`src/rtl/add_arbiter.sv`:
```
// Round-robin arbiter sharing one combinational adder between N_REQ requesters.
// Grant in IDLE -> operands on adder in EXEC -> registered result in RESP, held until res_ready.
module add_arbiter #(
  parameter int N_REQ     = 4,
  parameter int WIDTH     = 10,
  parameter int RES_WIDTH = 12,
  parameter int ID_W      = $clog2(N_REQ)
) (
  input  logic                   clk,
  input  logic                   rst,
  input  logic [N_REQ-1:0]       req_valid,
  input  logic [N_REQ*WIDTH-1:0] req_a,
  input  logic [N_REQ*WIDTH-1:0] req_b,
  output logic [N_REQ-1:0]       req_ready,
  output logic [WIDTH-1:0]       add_a,
  output logic [WIDTH-1:0]       add_b,
  input  logic [RES_WIDTH-1:0]   add_sum,
  output logic                   res_valid,
  input  logic                   res_ready,
  output logic [RES_WIDTH-1:0]   res_sum,
  output logic [ID_W-1:0]        res_id,
  output logic                   busy,
  output logic [15:0]            ops_done
);

  typedef enum logic [1:0] {IDLE, EXEC, RESP} state_t;

  state_t                 state_q;
  logic [ID_W-1:0]        rr_ptr_q, rr_ptr_d;
  logic [ID_W-1:0]        id_q;
  logic [WIDTH-1:0]       op_a_q, op_b_q;
  logic [RES_WIDTH-1:0]   sum_q;
  logic [15:0]            ops_q;

  logic                   hi_found, lo_found;
  logic [ID_W-1:0]        hi_idx, lo_idx, gnt_idx;
  logic [WIDTH-1:0]       sel_a, sel_b;

  // Lowest valid index at or above the pointer wins; otherwise wrap to the lowest valid index.
  always_comb begin
    hi_found = 1'b0;
    lo_found = 1'b0;
    hi_idx   = '0;
    lo_idx   = '0;
    for (int k = N_REQ - 1; k >= 0; k--) begin
      if (req_valid[k]) begin
        if (k >= int'(rr_ptr_q)) begin
          hi_found = 1'b1;
          hi_idx   = ID_W'(k);
        end
        lo_found = 1'b1;
        lo_idx   = ID_W'(k);
      end
    end
    gnt_idx  = hi_found ? hi_idx : lo_idx;
    rr_ptr_d = (gnt_idx == ID_W'(N_REQ - 1)) ? '0 : gnt_idx + ID_W'(1);
  end

  always_comb begin
    sel_a = '0;
    sel_b = '0;
    for (int k = 0; k < N_REQ; k++) begin
      if (gnt_idx == ID_W'(k)) begin
        sel_a = req_a[k*WIDTH +: WIDTH];
        sel_b = req_b[k*WIDTH +: WIDTH];
      end
    end
  end

  assign req_ready = (state_q == IDLE && lo_found) ? (N_REQ'(1) << gnt_idx) : '0;

  always_ff @(posedge clk or posedge rst) begin
    if (rst) begin
      state_q  <= IDLE;
      rr_ptr_q <= '0;
      id_q     <= '0;
      op_a_q   <= '0;
      op_b_q   <= '0;
      sum_q    <= '0;
      ops_q    <= '0;
    end else begin
      case (state_q)
        IDLE: begin
          if (lo_found) begin
            op_a_q   <= sel_a;
            op_b_q   <= sel_b;
            id_q     <= gnt_idx;
            rr_ptr_q <= rr_ptr_d;
            state_q  <= EXEC;
          end
        end
        EXEC: begin
          sum_q   <= add_sum;
          state_q <= RESP;
        end
        RESP: begin
          if (res_ready) begin
            ops_q   <= ops_q + 16'd1;
            state_q <= IDLE;
          end
        end
        default: state_q <= IDLE;
      endcase
    end
  end

  assign add_a     = op_a_q;
  assign add_b     = op_b_q;
  assign res_valid = (state_q == RESP);
  assign busy      = (state_q != IDLE);
  assign res_sum   = sum_q;
  assign res_id    = id_q;
  assign ops_done  = ops_q;

endmodule

```
`config.mk`:
```
export PLATFORM = sky130hd
export DESIGN_NAME = add_arbiter
export DESIGN_NICKNAME = d
export VERILOG_FILES = /design/src/rtl/add_arbiter.sv
export SDC_FILE = /design/constraint.sdc
export NUM_CORES = 1
export LEC_CHECK = 0
export ABC_AREA = 1
export CORE_MARGIN = 4
export CORE_UTILIZATION = 25
export DETAILED_ROUTE_END_ITERATION = 7
export PLACE_DENSITY = 0.54
export SKIP_CTS_REPAIR_TIMING = 1
export SYNTH_ARGS = -nofsm -noshare
export SYNTH_HDL_FRONTEND = slang
export SYNTH_SLANG_ARGS = --single-unit
```
`constraint.sdc`:
```
create_clock -name clk -period 2.5 [get_ports clk]
set_input_delay 0.375 -clock clk [delete_from_list [all_inputs] [get_ports clk]]
set_output_delay 0.375 -clock clk [all_outputs]
set_load 0.01 [all_outputs]
```
## After elaboration in Yosys (flattened, before gate mapping)

Cells that the tools add are included.

- Register bits after elaboration: 54
- Bits of input ports: 99
- Output and inout bits: 56
- Logic and storage cells: 61

- Add/subtract/negate cells: 2
- Magnitude comparators: 3
- Eq/ne operators: 7
- Shift operators: 1
- Muxes and demuxes: 34
- Reductions and logical operators: 7

Operators with widths:

| cell | count |
|---|---|
| 10-bit 2-to-1 mux | 8 |
| 2-bit 2-to-1 mux | 14 |
| 16-bit by 1-bit adder with 16-bit output, second input constant | 1 |
| 1-bit 2-to-1 mux | 10 |
| 2-bit == test, second input constant | 3 |
| 2-bit case mux with 3 select lines | 1 |
| 2-bit AND reduction | 3 |
| 2-bit by 1-bit == test with 1-bit output, second input constant | 2 |
| 1-bit by 2-bit greater-or-equal comparator with 1-bit output, first input constant | 2 |
| 2-bit logical NOT | 2 |
| 4-bit 2-to-1 mux | 1 |
| 1-bit by 2-bit left shift with 4-bit output, first input constant | 1 |
| 2-bit by 1-bit adder with 2-bit output, second input constant | 1 |
| 2-bit greater-or-equal comparator, first input constant | 1 |
| 2-bit by 1-bit != test with 1-bit output, second input constant | 1 |
| 2-bit != test, second input constant | 1 |
| 2-bit nonzero test | 1 |
| 1-bit logical AND | 1 |

## Depth between registers and ports, before layout

Gate-level depths: netlist of run 1.

- Depth after elaboration: 13
- Mapped depth: 14
- Mapped depth without buffers: 13

## Worst setup path after synthesis of run 1

OpenSTA, ideal clock, no wires.

- Kind: register -> output
- Start point: register rr_ptr_q[1]
- End point: output req_ready[1]
- Arrival: 1.628 ns
- Data required time: 2.125 ns
- Setup slack: 0.497 ns
- Cell stages (with the launch flop): 12
- Path buffers: 1
- Cell sequence: dfrtp_1 > nand2_1 > nand2_1 > o211ai_1 > a21oi_1 > nand2_1 > nand2_1 > inv_1 > ha_1 > inv_1 > clkbuf_1 > nor2_1

- Cells in the longest elaborated chain, start to end: 10
- Elaborated cells on any way between the ends: 18
- Those cells by class: 3 x order compare; 1 x shift; 14 x mux

Ends and longest elaborated chain:

| element | RTL line | text |
|---|---|---|
| start, declared | 29 | `logic [ID_W-1:0] rr_ptr_q, rr_ptr_d;` |
| start signal, assigned | 88 | `rr_ptr_q <= rr_ptr_d;` |
| 2-bit greater-or-equal comparator | 47 | `if (k >= int'(rr_ptr_q)) begin` |
| 2-bit 2-to-1 mux or 1-bit 2-to-1 mux (tied branches) | 47 |  |
| 2-bit 2-to-1 mux or 1-bit 2-to-1 mux (tied branches) | 46 | `if (req_valid[k]) begin` |
| 2-bit 2-to-1 mux or 1-bit 2-to-1 mux (tied branches) | 47 |  |
| 2-bit 2-to-1 mux or 1-bit 2-to-1 mux (tied branches) | 46 |  |
| 2-bit 2-to-1 mux or 1-bit 2-to-1 mux (tied branches) | 47 |  |
| 2-bit 2-to-1 mux or 1-bit 2-to-1 mux (tied branches) | 46 |  |
| 2-bit 2-to-1 mux * | 55 | `gnt_idx = hi_found ? hi_idx : lo_idx;` |
| via gnt_idx[0] | 36 | `logic [ID_W-1:0] hi_idx, lo_idx, gnt_idx;` |
| 1-bit by 2-bit left shift with 4-bit output * | 70 | `assign req_ready = (state_q == IDLE && lo_found) ? (N_REQ'(1) << gnt_idx) : '0;` |
| 4-bit 2-to-1 mux * | 70 |  |
| end, declared | 14 | `output logic [N_REQ-1:0] req_ready,` |

Mark *: on every way through the listed nets, which the timed path passes. The rest lies on a longest branch.

## Worst setup path in the final report of run 1

- Start point: input req_valid[1]
- End point: output req_ready[3]

- Cells in the longest elaborated chain, start to end: 6
- Elaborated cells on any way between the ends: 14
- Those cells by class: 1 x shift; 12 x mux; 1 x reduce/logical

Ends and longest elaborated chain:

| element | RTL line | text |
|---|---|---|
| start, declared | 11 | `input logic [N_REQ-1:0] req_valid,` |
| 2-bit 2-to-1 mux or 1-bit 2-to-1 mux (tied branches) | 46 |  |
| 2-bit 2-to-1 mux or 1-bit 2-to-1 mux (tied branches) | 47 |  |
| 2-bit 2-to-1 mux or 1-bit 2-to-1 mux (tied branches) | 46 |  |
| 2-bit 2-to-1 mux * | 55 |  |
| via gnt_idx[0] | 36 |  |
| 1-bit by 2-bit left shift with 4-bit output * | 70 |  |
| 4-bit 2-to-1 mux * | 70 |  |

Marked as above.

==> flow_summary.yaml, run 1 <==
worst_setup_path:
  critPathSlowestCell: "clkdlybuf4s50_1"
  cp-end-kind: "primary output"
  crit_type: "primary input to primary output"
  startpoint_type: "primary input"
  cp.required_ps: 2120
  path_cells: "clkdlybuf4s50_1, inv_1, nor2_1, nor2_1, nor2_1, nand2_2, inv_1, ha_1, inv_1, nor2_4, dlymetal6s2s_1"
  crit_fanout: 4
  cp_slowest_stage_delay_ps: 470
  arrival_ps: 1970
sta:
  max-slew-margin-rel_pct: 65.82
  worst_pin_slew_ps: 511.4
  period_share_pct: 93.86
  fin_setup_tns_ps: 0
  drv_slew: 0
  finalSetupViolCount: 0
  timing.final.crit_period_ps: 2347
  rsz0062_at_grt: "no"
  max_freq_ghz: 0.4262
  finalHoldViolCount: 0
  fin_worst_skew_ps: 7.453
power:
  power.density_nw_per_um2: 1007
  ir_drop_mv: 0.4205
  p_leak_nw: 2.150
layout:
  fin_cells: 650
  syn_to_final_growth_pct: 65.08
  post_route_cells_drive_above_1_share_pct: 11.44
  nets: 610
  diodes: 0
synthesis:
  yosys_register_bits: 54
  syn_avg_cell_area_sq_um: 8.534
  synth_cells: 346
  yosysSeqAreaShare_pct: 45.76
  syn_area_sq_um: 2953
  netlist.area_leader.share_pct: 45.76
  yosysWarnings: 0
  synth.distinct_cells: 25
  synthArstFlopShare_pct: 100.0
  synthMostInstantiatedCell: "nand2_1"
  ys_top_cells_by_count: "99 x nand2_1, 54 x dfrtp_1, 25 x nand3_1"
  synth_edf_count: 0
  synth.area.top_cells: "dfrtp_1 46%, nand2_1 13%, o211ai_1 5.3%"
  synth-main-ff-cell: "dfrtp_1"
  syn-num-nets: 450
  synth_top_area_cell: "dfrtp_1"
detailed_routing:
  routed_wl_um: 9541
  vias: 2968
  drc_errors: 0
  drtAntennaViolNets: 0
  dr.pass1.iters: 4
  wl_per_cell_um: 14.68
  drt_iter0_drc: 102
  avgViaCountPerCell: 4.566
floorplan:
  rows: 39
  coreArea_sq_um: 11470
  io_pins: 155
  dieArea_sq_um: 13610
  initial_core_util_pct: 25.75
  die_y_um: 116.7
  fp.dieW_um: 116.7
grt:
  grt_max_degree: 24
  overflow: 0
  grtUsageTotal_pct: 13.89
  grt_pass1_wl_um: 15100
  first_global_vias: 3056
  antenna_found_initial: 0
placement:
  place_congestion: 0.7785
  hpwl_um: 7411
  place_inst: 640
  port_buffers: 154
clock_network:
  cts_made_buffers: 5
  cts_tree: "yes"
  clk_pin_slew_ps: 80
  clock-sinks: 54
  clockRootBuffer: "clkbuf_16"
  worstSkewPairLatency_ps: 290
  max-clock-path-buffers: 2
  htreeDepth: 2
min_path:
  min_path_type: "primary input to asynchronous set/reset pin"
run_status:
  status: "finished clean"
flow_run:
  drv_cap: 0
cell type report:
type | instances | area [sq um]
fillers | 1161 | 6593
repair buffers | 171 | 1694
multi-input cells | 254 | 1423
flip-flops and latches | 54 | 1354
well taps | 143 | 178.9
clock buffers | 5 | 125.1
inverters | 20 | 75.07
clock inverters | 3 | 25.02
layer usage:
layer / global-route usage [%] / wire length [um] / up-vias
li1: - / - / 1471
met4: 3.211 / 85 / 0
met2: 23.78 / 4848 / 91
met5: 0 / 0 / -
met1: 17.53 / 3897 / 1396
met3: 3.627 / 710 / 10
final timing paths:
kind / from / endpoint / slack [ps] / cells after the start
worst max-delay path: req_valid[1] / req_ready[3] / 150 / 11
worst min-delay path: rst / ops_done[7]$_DFFE_PP0P_ / 420 / 2
worst max register to register: rr_ptr_q[1]$_DFFE_PP0P_ / add_b[1]$_DFFE_PP0P_ / 350 / 14
worst min register to register: ops_done[15]$_DFFE_PP0P_ / ops_done[15]$_DFFE_PP0P_ / 480 / 1
max in group asynchronous: rst / rr_ptr_q[0]$_DFFE_PP0P_ / 1430 / 3
min in group clk: ops_done[15]$_DFFE_PP0P_ / ops_done[15]$_DFFE_PP0P_ / 480 / 1
cells in the final DEF (no fill, tap or decap), drive strengths merged, types with 3 or more instances in the layout:
cell type      Yosys  final
dlymetal6s2s       0      5
xnor2              6      6
mux2              12     12
nand4              3      3
nand2            102    102
a21oi             22     22
clkbuf            10      5
inv               20     21
o211ai            21     21
o21ai             23     23
xor2               9      9
ha                 5      5
nor2              23     23
nand3             25     25
clkdlybuf4s50      0    149
dfrtp             54     54
buf                8     17
nor3               3      3
state kept, by name, summed over array words and instances, names as in the netlist:
register	flops
state_q	2
ops_done	16
res_id	2
add_a	10
add_b	10
rr_ptr_q	2
res_sum	12
cell families after synthesis:
| logic type | share of synthesized area (%) |
|---|---|
| flip-flops | 45.76 |
| AND/OR/NAND/NOR | 23.14 |
| XOR/XNOR | 4.449 |
| buffers and inverters | 6.483 |
| adder cells (fa/ha/maj) | 2.119 |
| AO/OA/AOI/OAI | 13.47 |
| multiplexers | 4.576 |
per-stage QoR:
stage | worst slack, ps | hold slack [ps] | total power, mW | area (sq um) | util, %
after floorplan | 497.3 | 482.2 | 2.954 | 2953 | -
final | 153.5 | 421.8 | 4.911 | 4875 | 42.51
after detailed placement | -294.4 | 469.4 | 4.233 | 4682 | 40.83
after CTS | -298.4 | 442.2 | 4.979 | 4832 | 42.14
after global routing | 8.998 | 469.1 | 5.329 | 4875 | 42.51
after global placement | -235.7 | 471.2 | 4.192 | 4682 | 40.83
where the power goes:
group	total, mW	internal [mW]	switching, mW
logic	2.76	1.38	1.38
registers	1.43	1.21	0.212
clock network	0.720	0.378	0.342
critical path, delay by kind of cell:
| family | cells | cell delay [ps] |
|---|---|---|
| simple gates | 5 | 550 |
| buf+inv | 5 | 880 |
| fa+ha+maj | 1 | 150 |
Note: power is estimated with default switching activity, not from simulation.
==> inputs of run 2 (changes only) <==
--- a/config.mk
+++ b/config.mk
@@ -7,9 +7,9 @@
 export LEC_CHECK = 0
 export ABC_AREA = 1
 export CORE_MARGIN = 4
-export CORE_UTILIZATION = 25
+export CORE_UTILIZATION = 35
 export DETAILED_ROUTE_END_ITERATION = 7
-export PLACE_DENSITY = 0.54
+export PLACE_DENSITY = 0.72
 export SKIP_CTS_REPAIR_TIMING = 1
 export SYNTH_ARGS = -nofsm -noshare
 export SYNTH_HDL_FRONTEND = slang
==> flow_summary.yaml, run 2 (synthesized netlist as in run 1, its figures left out) <==
sta:
  timing.final.crit_period_ps: 2398
  fin_worst_skew_ps: 6.572
  finalHoldViolCount: 0
  rsz0062_at_grt: "no"
  period_share_pct: 95.90
  fin_setup_tns_ps: 0
  worst_pin_slew_ps: 513.6
  drv_slew: 0
  finalSetupViolCount: 0
  max_freq_ghz: 0.4171
  hold_slack_ps: 406.0
  max-slew-margin-rel_pct: 65.71
floorplan:
  die_y_um: 99.85
  dieArea_sq_um: 9970
  initial_core_util_pct: 35.94
  fp.dieW_um: 99.85
  io_pins: 155
  coreArea_sq_um: 8217
  rows: 33
power:
  power.density_nw_per_um2: 990.9
  p_leak_nw: 2.103
  ir_drop_mv: 0.4463
grt:
  first_global_vias: 3129
  grt_pass1_wl_um: 14890
  met1_usage_pct: 21.91
  overflow: 0
  use_met2_pct: 34.33
  grt_max_degree: 35
  antenna_found_initial: 0
  grt_use_met3_pct: 3.961
  grt_busiest_layer: "met2"
  grtUsageTotal_pct: 18.47
layout:
  diodes: 0
  final_cell_mix: "150 x clkdlybuf4s50_1, 98 x nand2_1, 52 x dfrtp_1, 25 x nand3_1, 22 x o21ai_0"
  final_common_cell: "clkdlybuf4s50_1"
  syn_to_final_growth_pct: 60.97
  largest_register_ff_count: 16
  nets: 606
  post_route_cells_drive_above_1_share_pct: 10.54
  fin_cells: 608
worst_setup_path:
  crit_fanout: 4
  rr_startpoint: "rr_ptr_q[1]$_DFFE_PP0P_"
  cp-end-kind: "primary output"
  arrival_ps: 2020
  cp.required_ps: 2120
  crit_type: "primary input to primary output"
  r2r_cells: 14
  startpoint_type: "primary input"
  rrSetupSlack_ps: 290
  reg2reg_to: "add_a[0]$_DFFE_PP0P_"
clock_network:
  max-clock-path-buffers: 2
  clockRootBuffer: "clkbuf_8"
  htreeDepth: 2
  cts_made_buffers: 5
  cts_tree: "yes"
  clk_pin_slew_ps: 110
  worstSkewPairLatency_ps: 310
  clock-sinks: 54
placement:
  place_inst: 600
  port_buffers: 154
  hpwl_um: 7039
  place_congestion: 0.7803
detailed_routing:
  dr.pass1.iters: 6
  wl_per_cell_um: 15.15
  vias: 2970
  avgViaCountPerCell: 4.885
  drtAntennaViolNets: 0
  drt_iter0_drc: 61
  routed_wl_um: 9212
  drc_errors: 0
flow_run:
  drv_cap: 0
run_status:
  status: "finished clean"
min_path:
  min_path_type: "primary input to asynchronous set/reset pin"
## run 2: metrics by stage
step / area, sq um / power (mW) / utilization [%] / setup slack [ps]
2_1_floorplan: 2953 / 2.954 / - / 497.3
3_3_place_gp: 4632 / 4.125 / 56.37 / -208.8
3_5_place_dp: 4632 / 4.212 / 56.37 / -287.9
4_1_cts: 4731 / 4.774 / 57.58 / -300.9
5_1_grt: 4753 / 5.097 / 57.85 / 6.807
6_report: 4753 / 4.710 / 57.85 / 102.4
## run 2: layout make-up
cell class | instances | area [sq um]
Fill cell | 774 | 3463
Timing Repair Buffer | 167 | 1674
Multi-Input combinational cell | 254 | 1420
Sequential cell | 54 | 1354
Tap cell | 105 | 131.4
Clock buffer | 6 | 82.58
Inverter | 20 | 75.07
Clock inverter | 2 | 16.27
## run 2: how the worst max path moves through the flow
stage | start | depth (start not counted) | end | slack, ps
after floorplan | rr_ptr_q[1]$_DFFE_PP0P_ | 11 | req_ready[1] | 500
after global placement | req_valid[1] | 11 | req_ready[3] | -210
after detailed placement | req_valid[1] | 11 | req_ready[3] | -290
after CTS | req_valid[1] | 11 | req_ready[1] | -300
after global routing | req_valid[2] | 11 | req_ready[1] | 7
final | req_valid[2] | 11 | req_ready[3] | 100
## run 2: critical path: stages
cell and delay (ps):
clkdlybuf4s50_1 450, nand2_1 130, o211ai_1 90, a21oi_1 150, nand2_1 110, nand2_2 110, inv_1 70, ha_1 190
inv_1 110, nor2_4 50, dlymetal6s2s_1 180
## run 2: power breakdown
part           internal (mW)  leakage (nW)  switching (mW)
Combinational           1.36          1.38            1.37
Sequential              1.21         0.672           0.222
Clock                  0.229        0.0478           0.314
Total                   2.80          2.10            1.91
## run 2: per-layer routing
layer	vias to the layer above	part of all wire [%]	wire, um
li1	1454	-	-
met1	1417	41	3786
met2	91	52	4825
met3	8	5.6	513
met4	0	0.93	86
met5	-	0	0
==> inputs of run 3 (changes only) <==
--- a/config.mk
+++ b/config.mk
@@ -14,3 +14,4 @@
 export SYNTH_ARGS = -nofsm -noshare
 export SYNTH_HDL_FRONTEND = slang
 export SYNTH_SLANG_ARGS = --single-unit
+export TNS_END_PERCENT = 50
==> results of run 3 <==
Final layout, timing and power as in run 2 (identical DEF).
